[src/rtl/persiana_planta_if.sv]
// Motor-command / sensor bundle between the blind controller (master) and the plant model (slave).
interface persiana_planta_if #(
    parameter int POS_W = 8
);
    logic             subir;
    logic             bajar;
    logic             Ssup;
    logic             Smed;
    logic             Sinf;
    logic [POS_W-1:0] pos;
    logic             moving;
    logic             fault;

    modport master (
        output subir, bajar,
        input  Ssup, Smed, Sinf, pos, moving, fault
    );

    modport slave (
        input  subir, bajar,
        output Ssup, Smed, Sinf, pos, moving, fault
    );
endinterface

[src/rtl/persiana_planta.sv]
// Behavioural plant of the motorised blind: integrates motor commands into a position and
// decodes limit/middle sensors, with travel limits, reversal dead-time and a conflict fault.
module persiana_planta #(
    parameter int POS_W    = 8,
    parameter int POS_MAX  = 200,
    parameter int POS_MID  = 100,
    parameter int MED_TOL  = 2,
    parameter int STEP_DIV = 4,
    parameter int DEADTIME = 3,
    parameter int POS_RST  = 0
) (
    input  logic              clk,
    input  logic              reseteo,
    persiana_planta_if.slave  bus
);
    localparam int STP_W = $clog2(STEP_DIV) + 1;
    localparam int DC_W  = $clog2(DEADTIME) + 1;

    localparam logic [POS_W-1:0] P_MAX    = POS_W'(POS_MAX);
    localparam logic [POS_W-1:0] P_RST    = POS_W'(POS_RST);
    localparam logic [POS_W-1:0] P_MED_LO = POS_W'(POS_MID - MED_TOL);
    localparam logic [POS_W-1:0] P_MED_HI = POS_W'(POS_MID + MED_TOL);
    localparam logic [STP_W-1:0] STP_LAST = STP_W'(STEP_DIV - 1);
    localparam logic [DC_W-1:0]  DC_LAST  = DC_W'(DEADTIME - 1);

    typedef enum logic [2:0] {IDLE, UP, DOWN, DEAD, FAULT} state_t;

    state_t           r_state, w_state_nx;
    logic [POS_W-1:0] r_pos, w_pos_nx;
    logic [STP_W-1:0] r_stp, w_stp_nx;
    logic [DC_W-1:0]  r_dc, w_dc_nx;
    logic             w_both;

    assign w_both = bus.subir & bus.bajar;

    always_ff @(posedge clk or posedge reseteo) begin
        if (reseteo) begin
            r_state <= IDLE;
            r_pos   <= P_RST;
            r_stp   <= '0;
            r_dc    <= '0;
        end else begin
            r_state <= w_state_nx;
            r_pos   <= w_pos_nx;
            r_stp   <= w_stp_nx;
            r_dc    <= w_dc_nx;
        end
    end

    always_comb begin
        w_state_nx = r_state;
        w_pos_nx   = r_pos;
        w_stp_nx   = r_stp;
        w_dc_nx    = r_dc;
        unique case (r_state)
            IDLE: begin
                if (w_both) begin
                    w_state_nx = FAULT;
                    w_stp_nx   = '0;
                    w_dc_nx    = '0;
                end else if (bus.subir && (r_pos < P_MAX)) begin
                    w_state_nx = UP;
                end else if (bus.bajar && (r_pos != '0)) begin
                    w_state_nx = DOWN;
                end
            end
            UP: begin
                // Dropping the command discards the partial step.
                if (w_both) begin
                    w_state_nx = FAULT;
                    w_stp_nx   = '0;
                    w_dc_nx    = '0;
                end else if (!bus.subir) begin
                    w_state_nx = DEAD;
                    w_stp_nx   = '0;
                end else if (r_stp == STP_LAST) begin
                    w_pos_nx = r_pos + 1'b1;
                    w_stp_nx = '0;
                    if (r_pos == P_MAX - 1'b1) w_state_nx = DEAD;
                end else begin
                    w_stp_nx = r_stp + 1'b1;
                end
            end
            DOWN: begin
                if (w_both) begin
                    w_state_nx = FAULT;
                    w_stp_nx   = '0;
                    w_dc_nx    = '0;
                end else if (!bus.bajar) begin
                    w_state_nx = DEAD;
                    w_stp_nx   = '0;
                end else if (r_stp == STP_LAST) begin
                    w_pos_nx = r_pos - 1'b1;
                    w_stp_nx = '0;
                    if (r_pos == POS_W'(1)) w_state_nx = DEAD;
                end else begin
                    w_stp_nx = r_stp + 1'b1;
                end
            end
            DEAD: begin
                if (w_both) begin
                    w_state_nx = FAULT;
                    w_stp_nx   = '0;
                    w_dc_nx    = '0;
                end else if (r_dc == DC_LAST) begin
                    w_state_nx = IDLE;
                    w_dc_nx    = '0;
                end else begin
                    w_dc_nx = r_dc + 1'b1;
                end
            end
            FAULT: begin
                // Leave only once both commands are released.
                if (!bus.subir && !bus.bajar) begin
                    w_state_nx = DEAD;
                    w_stp_nx   = '0;
                    w_dc_nx    = '0;
                end
            end
            default: begin
                w_state_nx = IDLE;
                w_stp_nx   = '0;
                w_dc_nx    = '0;
            end
        endcase
    end

    assign bus.pos    = r_pos;
    assign bus.Ssup   = (r_pos == P_MAX);
    assign bus.Sinf   = (r_pos == '0);
    assign bus.Smed   = (r_pos >= P_MED_LO) && (r_pos <= P_MED_HI);
    assign bus.moving = (r_state == UP) || (r_state == DOWN);
    assign bus.fault  = (r_state == FAULT);
endmodule

[src/flat_wrapper.sv]
// flat-port wrapper written by rule: the top's interface ports become plain ports
module persiana_planta_flat 
#(
    parameter int POS_W    = 8,
    parameter int POS_MAX  = 200,
    parameter int POS_MID  = 100,
    parameter int MED_TOL  = 2,
    parameter int STEP_DIV = 4,
    parameter int DEADTIME = 3,
    parameter int POS_RST  = 0
)
  (clk, reseteo, bus_subir, bus_bajar, bus_Ssup, bus_Smed, bus_Sinf, bus_pos, bus_moving, bus_fault);
  persiana_planta_if #(.POS_W(POS_W)) bus_i ();
  input  logic clk;
  input  logic reseteo;
  input wire logic [$bits(bus_i.subir)-1:0] bus_subir;
  input wire logic [$bits(bus_i.bajar)-1:0] bus_bajar;
  output wire logic [$bits(bus_i.Ssup)-1:0] bus_Ssup;
  output wire logic [$bits(bus_i.Smed)-1:0] bus_Smed;
  output wire logic [$bits(bus_i.Sinf)-1:0] bus_Sinf;
  output wire logic [$bits(bus_i.pos)-1:0] bus_pos;
  output wire logic [$bits(bus_i.moving)-1:0] bus_moving;
  output wire logic [$bits(bus_i.fault)-1:0] bus_fault;
  assign bus_i.subir = bus_subir;
  assign bus_i.bajar = bus_bajar;
  assign bus_Ssup = bus_i.Ssup;
  assign bus_Smed = bus_i.Smed;
  assign bus_Sinf = bus_i.Sinf;
  assign bus_pos = bus_i.pos;
  assign bus_moving = bus_i.moving;
  assign bus_fault = bus_i.fault;
  persiana_planta #(.POS_W(POS_W), .POS_MAX(POS_MAX), .POS_MID(POS_MID), .MED_TOL(MED_TOL), .STEP_DIV(STEP_DIV), .DEADTIME(DEADTIME), .POS_RST(POS_RST)) u_core (.clk(clk), .reseteo(reseteo), .bus(bus_i));
endmodule
[config.mk]
export PLATFORM = sky130hd
export DESIGN_NAME = persiana_planta_flat
export DESIGN_NICKNAME = d
export VERILOG_FILES = /design/src/rtl/persiana_planta_if.sv /design/src/rtl/persiana_planta.sv /design/src/flat_wrapper.sv
export SDC_FILE = /design/constraint.sdc
export NUM_CORES = 1
export LEC_CHECK = 0
export ABC_AREA = 1
export BUFFER_PORTS_ARGS = -buffer_cell sky130_fd_sc_hd__buf_2
export CAP_MARGIN = 10
export CORE_MARGIN = 2
export CORE_UTILIZATION = 45
export DETAILED_ROUTE_END_ITERATION = 12
export MAX_ROUTING_LAYER = met4
export PLACE_DENSITY = 0.66
export SYNTH_ARGS = -nofsm -noshare
export SYNTH_HDL_FRONTEND = slang
export SYNTH_SLANG_ARGS = --single-unit
[constraint.sdc]
create_clock -name clk -period 1.7 [get_ports clk]
set_clock_uncertainty 0.1 [all_clocks]
set_input_delay 0.425 -clock clk [delete_from_list [all_inputs] [get_ports clk]]
set_output_delay 0.425 -clock clk [all_outputs]
set_load 0.05 [all_outputs]
==> results of run 1 <==
[routing by layer]
metal | vias to the layer above | share of wire
li1 | 721 | -
met4 | 0 | 0.020
met2 | 32 | 0.52
met3 | 9 | 0.024
met1 | 689 | 0.44
met5 | - | 0
[cells in the final DEF (no fill, tap or decap), types with 7 or more instances in the layout]
cell type,count
nor2_4,7
nand2_2,11
nand3_2,9
o21ai_0,8
inv_1,23
inv_2,7
dfrtp_1,8
buf_2,10
dfrtp_2,8
nor2_1,17
buf_4,34
nand2_1,47
[stage by stage]
step,power [W],TNS [ps],cells
2_1_floorplan,0.00215,-475,195
4_1_cts,0.00340,-698,274
3_3_place_gp,0.00268,-8.95,257
6_report,0.00376,-794,282
3_5_place_dp,0.00273,-31.8,257
5_1_grt,0.00403,-1180,282
[final timing paths]
| check | from | end | slack [ps] | cells past startpoint |
|---|---|---|---|---|
| max reg2reg | u_core.r_state[1] | u_core.r_state[0] | -40 | 8 |
| max | u_core.bus.pos[1] | bus_Ssup | -230 | 5 |
| min in group clk | bus_bajar | u_core.r_state[2] | 370 | 3 |
| max in group asynchronous | reseteo | u_core.bus.pos[3] | 1270 | 3 |
| min | reseteo | u_core.bus.pos[3] | 7 | 3 |
| min reg2reg | u_core.r_stp[0] | u_core.r_stp[0] | 400 | 1 |
[timing repair]
| action | in CTS | in global routing |
|---|---|---|
| setup buffers | 13 | 10 |
| pin swaps | 6 | 14 |
| gates resized for setup | 33 | 29 |
| setup endpoints to repair | 6 | 14 |
[final cells by class]
class | instances | area share
well taps | 31 | 0.0192
clock inverters | 1 | 0.00371
inverters | 33 | 0.0662
clock buffers | 3 | 0.0111
multi-input cells | 144 | 0.476
repair buffers | 53 | 0.207
flip-flops and latches | 17 | 0.217
[where the power goes]
group	switching [W]	total (W)	internal (W)
registers	0.000209	0.000778	0.000569
clock network	0.000157	0.000247	0.0000898
logic	0.00163	0.00274	0.00111
total	0.00200	0.00376	0.00177
[worst min-delay path: stages]
cell and delay, ps:
buf_2 100, inv_1 40, buf_4 250
[kinds of logic (layout without fill, tap and decap cells)]
logic type               Yosys count  after routing  share of synthesized area
AO/OA/AOI/OAI                     21             21                     0.0931
XOR/XNOR                           6              6                     0.0403
adder cells (fa/ha/maj)            5              5                     0.0480
buffers and inverters             34             90                      0.104
flip-flops                        17             17                      0.326
AND/OR/NAND/NOR                  112            112                      0.389
[flip-flops by register name (all words and copies together) (netlist names)]
| signal | flops |
|---|---|
| u_core.bus.pos | 8 |
| u_core.r_dc | 3 |
| u_core.r_state | 3 |
| u_core.r_stp | 3 |
==> results.sh, run 1 <==
export IMPL_grt_pass1_wl_um=6020
export IMPL_die_width_um=57.8
export IMPL_crit_chain="inv_2 -> ha_4 -> nand3_2 -> nor3_4 -> buf_6"
export IMPL_yosysTopAreaCell="dfrtp_1"
export IMPL_hp_class="primary input to async pin"
export IMPL_worstMarginPinSlew_ps=263
export IMPL_drtIter0Drc=88
export IMPL_grt_util_met1=0.285
export IMPL_cp_start_kind="register"
export IMPL_gp_congestion=0.899
export IMPL_grt_pass1_vias=1383
export IMPL_synth_seq_area_share=0.326
export IMPL_place_ws_ps=-20.9
export IMPL_synthFlopType="dfrtp_1"
export IMPL_syn2layout_area_growth_pct=55.2
export IMPL_period_needed_ps=1930
export IMPL_coreArea_um2=2760
export IMPL_grt_use_met3=0.0223
export IMPL_dr_pass1_iters=4
export IMPL_num_io_pins=17
export IMPL_cts_sinks=17
export IMPL_ant_nets=0
export IMPL_setup_viol_count_final=7
export IMPL_clock_root_buffer="clkbuf_4"
export IMPL_vias=1451
export IMPL_worstSetupPathType="register to primary output"
export IMPL_netlist_area_um2=1300
export IMPL_stdcell_area_um2=2020
export IMPL_cp_max_fo=4
export IMPL_crit_path_top_delay_cell="dfrtp_2"
export IMPL_max_vdd_ir_drop_v=0.00145
export IMPL_cts_buffers_inserted=3
export IMPL_slew_headroom=0.826
export IMPL_syn_num_nets=204
export IMPL_die_area_um2=3340
export IMPL_hpwlAfterDp_um=2560
export IMPL_synthCells=195
export IMPL_num_nets_final=261
export IMPL_initial_utilization=0.473
export IMPL_holdBufCountCts=0
export IMPL_cts_tree="done"
export IMPL_routed_wirelength_um=3990
export IMPL_drive_gt1_frac=0.482
export IMPL_dpl_cell_area_um2=1620
export IMPL_drc=0
export IMPL_yosysWarningCount=0
export IMPL_rows=19
export IMPL_die_y_um=57.8
export IMPL_grt_busiest_layer="met2"
export IMPL_avgSynthCellArea_um2=6.69
export IMPL_synth_edff_count=0
export IMPL_path_clk_slew_ps=120
export IMPL_end_kind="primary output"
export IMPL_finalHoldViolCount=0
export IMPL_viasPerCell=5.15
export IMPL_holdWs_ps=6.92
export IMPL_drv_cap=0
export IMPL_status="complete, but fails checks"
export IMPL_ys_seq_elements=17
export IMPL_cp_required_ps=1170
export IMPL_slew_viol_final=0
export IMPL_yosys_top_cells_count="53 x nand2_1, 31 x inv_1, 24 x nor2_1"
export IMPL_grt_overflow=0
export IMPL_powerDensity_nw_per_um2=1860
export IMPL_fin_ws_ps=-230
export IMPL_multi_input_area_um2=963
export IMPL_grt_start_max_net_pins=18
export IMPL_clock_path_buffers=2
export IMPL_cp_num_buf_inv=2
export IMPL_nFillCells=211
export IMPL_fmax_mhz=518
export IMPL_crit_family="flip-flops"
export IMPL_rsz0062_at_grt="true"
export IMPL_violations="setup timing"
export IMPL_fin_crit_sh=1.14
export IMPL_use_met2=0.429
export IMPL_antenna_found_initial=0
export IMPL_worst_skew_pair_late_latency_ps=310
export IMPL_yosys_cell_count_top_type="nand2_1"
export IMPL_cts_htree_levels=1
export IMPL_arrival_ps=1410
export IMPL_grt_usage=0.240
export IMPL_leakagePower_nw=1.03
export IMPL_final_util=0.734
export IMPL_avgRoutedWirePerCell_um=14.2
export IMPL_yosysUniqueCellTypes=26
export IMPL_area_sequential_um2=439
export IMPL_portBuffers=16
export IMPL_antenna_cells=0
export IMPL_critPathMaxStageDelay_ps=460
export IMPL_synth_async_sr_flop_share=1.00
export IMPL_synth_top_area_frac=0.326
export IMPL_ys_top_cells_by_area="dfrtp_1 33%, nand2_1 15%, inv_1 8.9%, nor2_1 6.9%, nand3_1 5.4%"
Note: power is estimated with default switching activity, not from simulation.
==> inputs of run 2 (changes only) <==
- CORE_ASPECT_RATIO: unset -> 1.75
- SLEW_MARGIN: unset -> 20
==> run 2 against run 1 <==
The run still ends with setup timing left. Total power fell by 5.6%. Count of clock-buffer cells in the layout unchanged. Die area up 0.51%. Final cell count down 5.3%. Via count down 3.1%. First-iteration DRC count decreased by 47%. Largest power group unchanged. Flip-flop and latch count is the same. Clock power up 32%. Sequential power increased by 2%.
==> results.sh, run 2 (synthesis results as in run 1) <==
export IMPL_layout_commonest_cell="nand2_1"
export IMPL_path_clk_slew_ps=70
export IMPL_grt_start_max_net_pins=18
export IMPL_end_kind="primary output"
export IMPL_fin_crit_sh=1.09
export IMPL_portBuffers=16
export IMPL_dpl_cell_area_um2=1610
export IMPL_gp_congestion=0.913
export IMPL_die_area_um2=3360
export IMPL_num_io_pins=17
export IMPL_vias=1406
export IMPL_cp_required_ps=1170
export IMPL_cts_buffers_inserted=3
export IMPL_syn2layout_area_growth_pct=46.8
export IMPL_worstSetupPathType="register to primary output"
export IMPL_routed_wirelength_um=3680
export IMPL_initial_utilization=0.479
export IMPL_cp_max_fo=5
export IMPL_crit_path_top_delay_cell="dfrtp_2"
export IMPL_powerDensity_nw_per_um2=1860
export IMPL_grt_pass1_vias=1462
export IMPL_rsz0062_at_grt="true"
export IMPL_drtIter0Drc=47
export IMPL_hpwlAfterDp_um=2760
export IMPL_slew_headroom=0.819
export IMPL_grt_usage=0.258
export IMPL_holdBufCountCts=0
export IMPL_place_ws_ps=-19.6
export IMPL_leakagePower_nw=0.987
export IMPL_drive_gt1_frac=0.438
export IMPL_coreArea_um2=2720
export IMPL_worst_skew_pair_late_latency_ps=260
export IMPL_clock_root_buffer="clkbuf_8"
export IMPL_num_nets_final=250
export IMPL_max_vdd_ir_drop_v=0.00120
export IMPL_die_y_um=75.2
export IMPL_cts_htree_levels=1
export IMPL_clock_path_buffers=2
export IMPL_finalHoldViolCount=0
export IMPL_antenna_cells=0
export IMPL_fin_ws_ps=-157
export IMPL_antenna_found_initial=0
export IMPL_rows=25
export IMPL_drv_cap=0
export IMPL_dr_pass1_iters=4
export IMPL_arrival_ps=1330
export IMPL_nFillCells=234
export IMPL_viasPerCell=5.27
export IMPL_cts_sinks=17
export IMPL_fmax_mhz=538
export IMPL_die_width_um=44.7
export IMPL_status="complete, but fails checks"
export IMPL_cp_start_kind="register"
export IMPL_violations="setup timing"
export IMPL_crit_chain="inv_2 -> ha_4 -> buf_6 -> nand2_4 -> nor2_4 -> buf_8"
export IMPL_slew_viol_final=0
export IMPL_critPathMaxStageDelay_ps=440
export IMPL_area_sequential_um2=440
export IMPL_grt_overflow=0
export IMPL_ant_nets=0
export IMPL_cp_num_buf_inv=3
export IMPL_multi_input_area_um2=927
export IMPL_avgRoutedWirePerCell_um=13.8
export IMPL_setup_viol_count_final=4
export IMPL_hp_class="primary input to async pin"
export IMPL_stdcell_area_um2=1910
export IMPL_final_cell_mix="46 x nand2_1, 24 x inv_1, 22 x buf_4"
export IMPL_drc=0
export IMPL_period_needed_ps=1860
export IMPL_crit_family="flip-flops"
export IMPL_worstMarginPinSlew_ps=270
export IMPL_grt_pass1_wl_um=6090
export IMPL_largest_reg_flops=8
export IMPL_cts_tree="done"
-- run 2: area by class of cell --
type / instances / share of cell area
inverter: 33 / 0.0686
clock buffer: 3 / 0.0216
clock inverter: 1 / 0.00392
sequential: 17 / 0.230
tap: 27 / 0.0176
timing repair buffer: 42 / 0.174
multi-input combinational: 144 / 0.484
-- run 2: routing by layer --
layer | global-route usage | up-vias | part of all wire
met5 | - | - | 0
met3 | 0.0288 | 13 | 0.022
met2 | 0.473 | 31 | 0.57
li1 | - | 701 | -
met4 | 0.165 | 0 | 0.041
met1 | 0.242 | 661 | 0.36
-- run 2: repair_timing --
action | CTS | global route
setup buffers | 7 | 5
endpoints found under the hold margin | 0 | 0
pin swaps | 4 | 12
resized for setup | 29 | 22
setup endpoints to repair | 6 | 12
-- run 2: power breakdown --
group	switching, W	total [W]	leakage [nW]	internal, W
registers	0.000218	0.000792	0.202	0.000573
logic	0.00149	0.00244	0.763	0.000945
clock network	0.000160	0.000326	0.0217	0.000166
-- run 2: worst reg2reg max path, cell delays in order (launching register included) --
cell,delay [ps]
dfrtp_2,470
buf_6,140
nand3_4,80
buf_4,140
buf_4,130
nand3_2,50
o21ai_1,160
nand3_1,140
xor2_1,160
-- run 2: worst paths after layout --
kind	start	endpoint	slack [ps]	cells past startpoint
max	u_core.bus.pos[1]	bus_Sinf	-160	6
min	reseteo	u_core.bus.pos[3]	70	3
max reg2reg	u_core.r_state[1]	u_core.bus.pos[6]	30	8
min reg2reg	u_core.r_stp[2]	u_core.r_stp[2]	400	1
max in group asynchronous	reseteo	u_core.bus.pos[3]	1210	3
min in group clk	u_core.r_stp[2]	u_core.r_stp[2]	400	1
-- run 2: stage by stage --
step                 util  TNS, ps  hold slack (ps)  total power [W]  instances
floorplan               -     -475              251          0.00215        195
global placement    0.592    -2.59              345          0.00270        253
detailed placement  0.592    -34.5              349          0.00275        253
CTS                 0.660     -533             69.1          0.00335        263
global route        0.703     -731             92.8          0.00383        267
finish              0.703     -446             67.4          0.00355        267
==> inputs of run 3 (changes only) <==
- CORE_MARGIN: 2 -> unset
==> run 3 against run 2 <==
The flow still finishes with violations (setup timing). Critical path depth decreased by 2. Worst hold slack worse by 43 ps. Non-clock buffer count up 1. Setup slack worse by 46 ps. Via count increased by 1.3%. Routed wire length increased by 3.3%. Fmax is 2.4% lower. Core utilization rose by 0.23 points. Critical endpoint is now bus_Smed. Highest routed layer unchanged.
==> results.sh, run 3 (synthesis results as in run 1) <==
export IMPL_worstSetupPathType="register to primary output"
export IMPL_status="complete, but fails checks"
export IMPL_dr_pass1_iters=4
export IMPL_max_vdd_ir_drop_v=0.00116
export IMPL_num_nets_final=251
export IMPL_syn2layout_area_growth_pct=47.3
export IMPL_rr_startpoint="u_core.bus.pos[1]"
export IMPL_drtIter0Drc=60
export IMPL_drv_cap=0
export IMPL_holdBufCountCts=0
export IMPL_clock_path_buffers=2
export IMPL_rsz0062_at_grt="true"
export IMPL_startpoint="u_core.bus.pos[3]"
export IMPL_cts_tree="done"
export IMPL_layout_commonest_cell="nand2_1"
export IMPL_setup_viol_count_final=3
export IMPL_avgRoutedWirePerCell_um=14.2
export IMPL_hp_class="primary input to async pin"
export IMPL_cp_max_fo=4
export IMPL_cp_start_kind="register"
export IMPL_crit_path_top_delay_cell="dfrtp_4"
export IMPL_end_kind="primary output"
export IMPL_rows=25
export IMPL_grt_pass1_vias=1489
export IMPL_cts_htree_levels=1
export IMPL_grt_pass1_wl_um=6220
export IMPL_vias=1424
export IMPL_gp_congestion=0.889
export IMPL_crit_chain="nor2_4 -> nand2_2 -> nor4_4 -> buf_6"
export IMPL_dpl_cell_count=252
export IMPL_clock_root_buffer="clkbuf_8"
export IMPL_crit_family="flip-flops"
export IMPL_slew_viol_final=0
export IMPL_r2r_cells=10
export IMPL_stdcell_area_um2=1920
export IMPL_drive_gt1_frac=0.452
export IMPL_final_cell_mix="47 x nand2_1, 21 x inv_1, 21 x buf_4"
export IMPL_grt_overflow=0
export IMPL_cp_num_buf_inv=1
export IMPL_grt_usage=0.270
export IMPL_layoutNonFillerInstCount=268
export IMPL_hpwlAfterDp_um=2840
export IMPL_die_y_um=73.2
export IMPL_powerDensity_nw_per_um2=1880
export IMPL_critPathMaxStageDelay_ps=510
export IMPL_cp_required_ps=1170
export IMPL_crit_cells=4
export IMPL_coreArea_um2=2720
export IMPL_worstMarginPinSlew_ps=372
export IMPL_antenna_cells=0
export IMPL_finalHoldViolCount=0
export IMPL_fmax_mhz=525
export IMPL_grt_start_max_net_pins=11
export IMPL_violations="setup timing"
export IMPL_antenna_found_initial=0
export IMPL_routed_wirelength_um=3800
export IMPL_holdWs_ps=23.9
export IMPL_leakagePower_nw=0.990
export IMPL_die_area_um2=3130
export IMPL_path_clk_slew_ps=80
export IMPL_cts_sinks=17
export IMPL_largest_reg_flops=8
export IMPL_fin_crit_sh=1.12
export IMPL_initial_utilization=0.479
export IMPL_fin_ws_ps=-203
export IMPL_dpl_cell_area_um2=1600
export IMPL_num_io_pins=17
export IMPL_portBuffers=16
export IMPL_slew_headroom=0.751
export IMPL_cts_buffers_inserted=3
export IMPL_ant_nets=0
export IMPL_drc=0
export IMPL_arrival_ps=1380
export IMPL_die_width_um=42.7
export IMPL_worst_skew_pair_late_latency_ps=260
export IMPL_period_needed_ps=1900
export IMPL_viasPerCell=5.31
-- run 3: changes by cell type in the layout (fill, tap and decap cells not counted), sizes merged --
cell | before | now
buf | 42 | 43
clkinv | 0 | 1
clkinvlp | 1 | 0
-- run 3: what timing repair did --
action / CTS / global route
endpoints found under the setup margin: 6 / 12
resized for setup: 25 / 29
pin swaps: 6 / 10
buffers inserted: 7 / 5
-- run 3: cell type report --
class	instances	area [um2]
clock buffer	3	41.3
inverter	33	126
fill	217	801
clock inverter	1	5.00
timing repair buffer	43	350
multi-input combinational	144	923
tap	27	33.8
sequential	17	440
-- run 3: routing by layer --
metal | share of wire | track usage | wire length (um)
met4 | 0.052 | 0.153 | 199
met1 | 0.37 | 0.257 | 1420
met2 | 0.55 | 0.502 | 2080
met5 | 0 | - | 0
met3 | 0.028 | 0.0322 | 106
-- run 3: per-stage QoR --
step / total power (W) / TNS, ps / setup slack [ps] / util
CTS: 0.00332 / -535 / -204 / 0.657
global placement: 0.00267 / -6.98 / -5.61 / 0.589
global route: 0.00386 / -814 / -242 / 0.706
detailed placement: 0.00274 / -32.1 / -16.3 / 0.589
floorplan: 0.00215 / -475 / -253 / -
finish: 0.00362 / -570 / -203 / 0.706
-- run 3: worst register-to-register path, delay by kind of cell (launching register included) --
| family | cells | cell delay [ps] |
|---|---|---|
| AND/OR/NAND/NOR | 6 | 490 |
| flip-flops | 1 | 450 |
| adder cells (fa/ha/maj) | 1 | 120 |
| buffers and inverters | 2 | 210 |
| AO/OA/AOI/OAI | 1 | 160 |
-- run 3: report_power, final --
group / total [W] / internal (W) / leakage (nW) / switching (W)
registers: 0.000802 / 0.000573 / 0.202 / 0.000230
clock network: 0.000317 / 0.000163 / 0.0255 / 0.000154
logic: 0.00250 / 0.000993 / 0.763 / 0.00150
-- run 3: final timing paths --
path / to / slack (ps)
min in group clk: u_core.r_stp[0] / 400
worst min register to register: u_core.r_stp[0] / 400
max in group asynchronous: u_core.r_state[1] / 990
worst min-delay path: u_core.bus.pos[2] / 20
worst max register to register: u_core.r_state[1] / 60
worst max-delay path: bus_Smed / -200
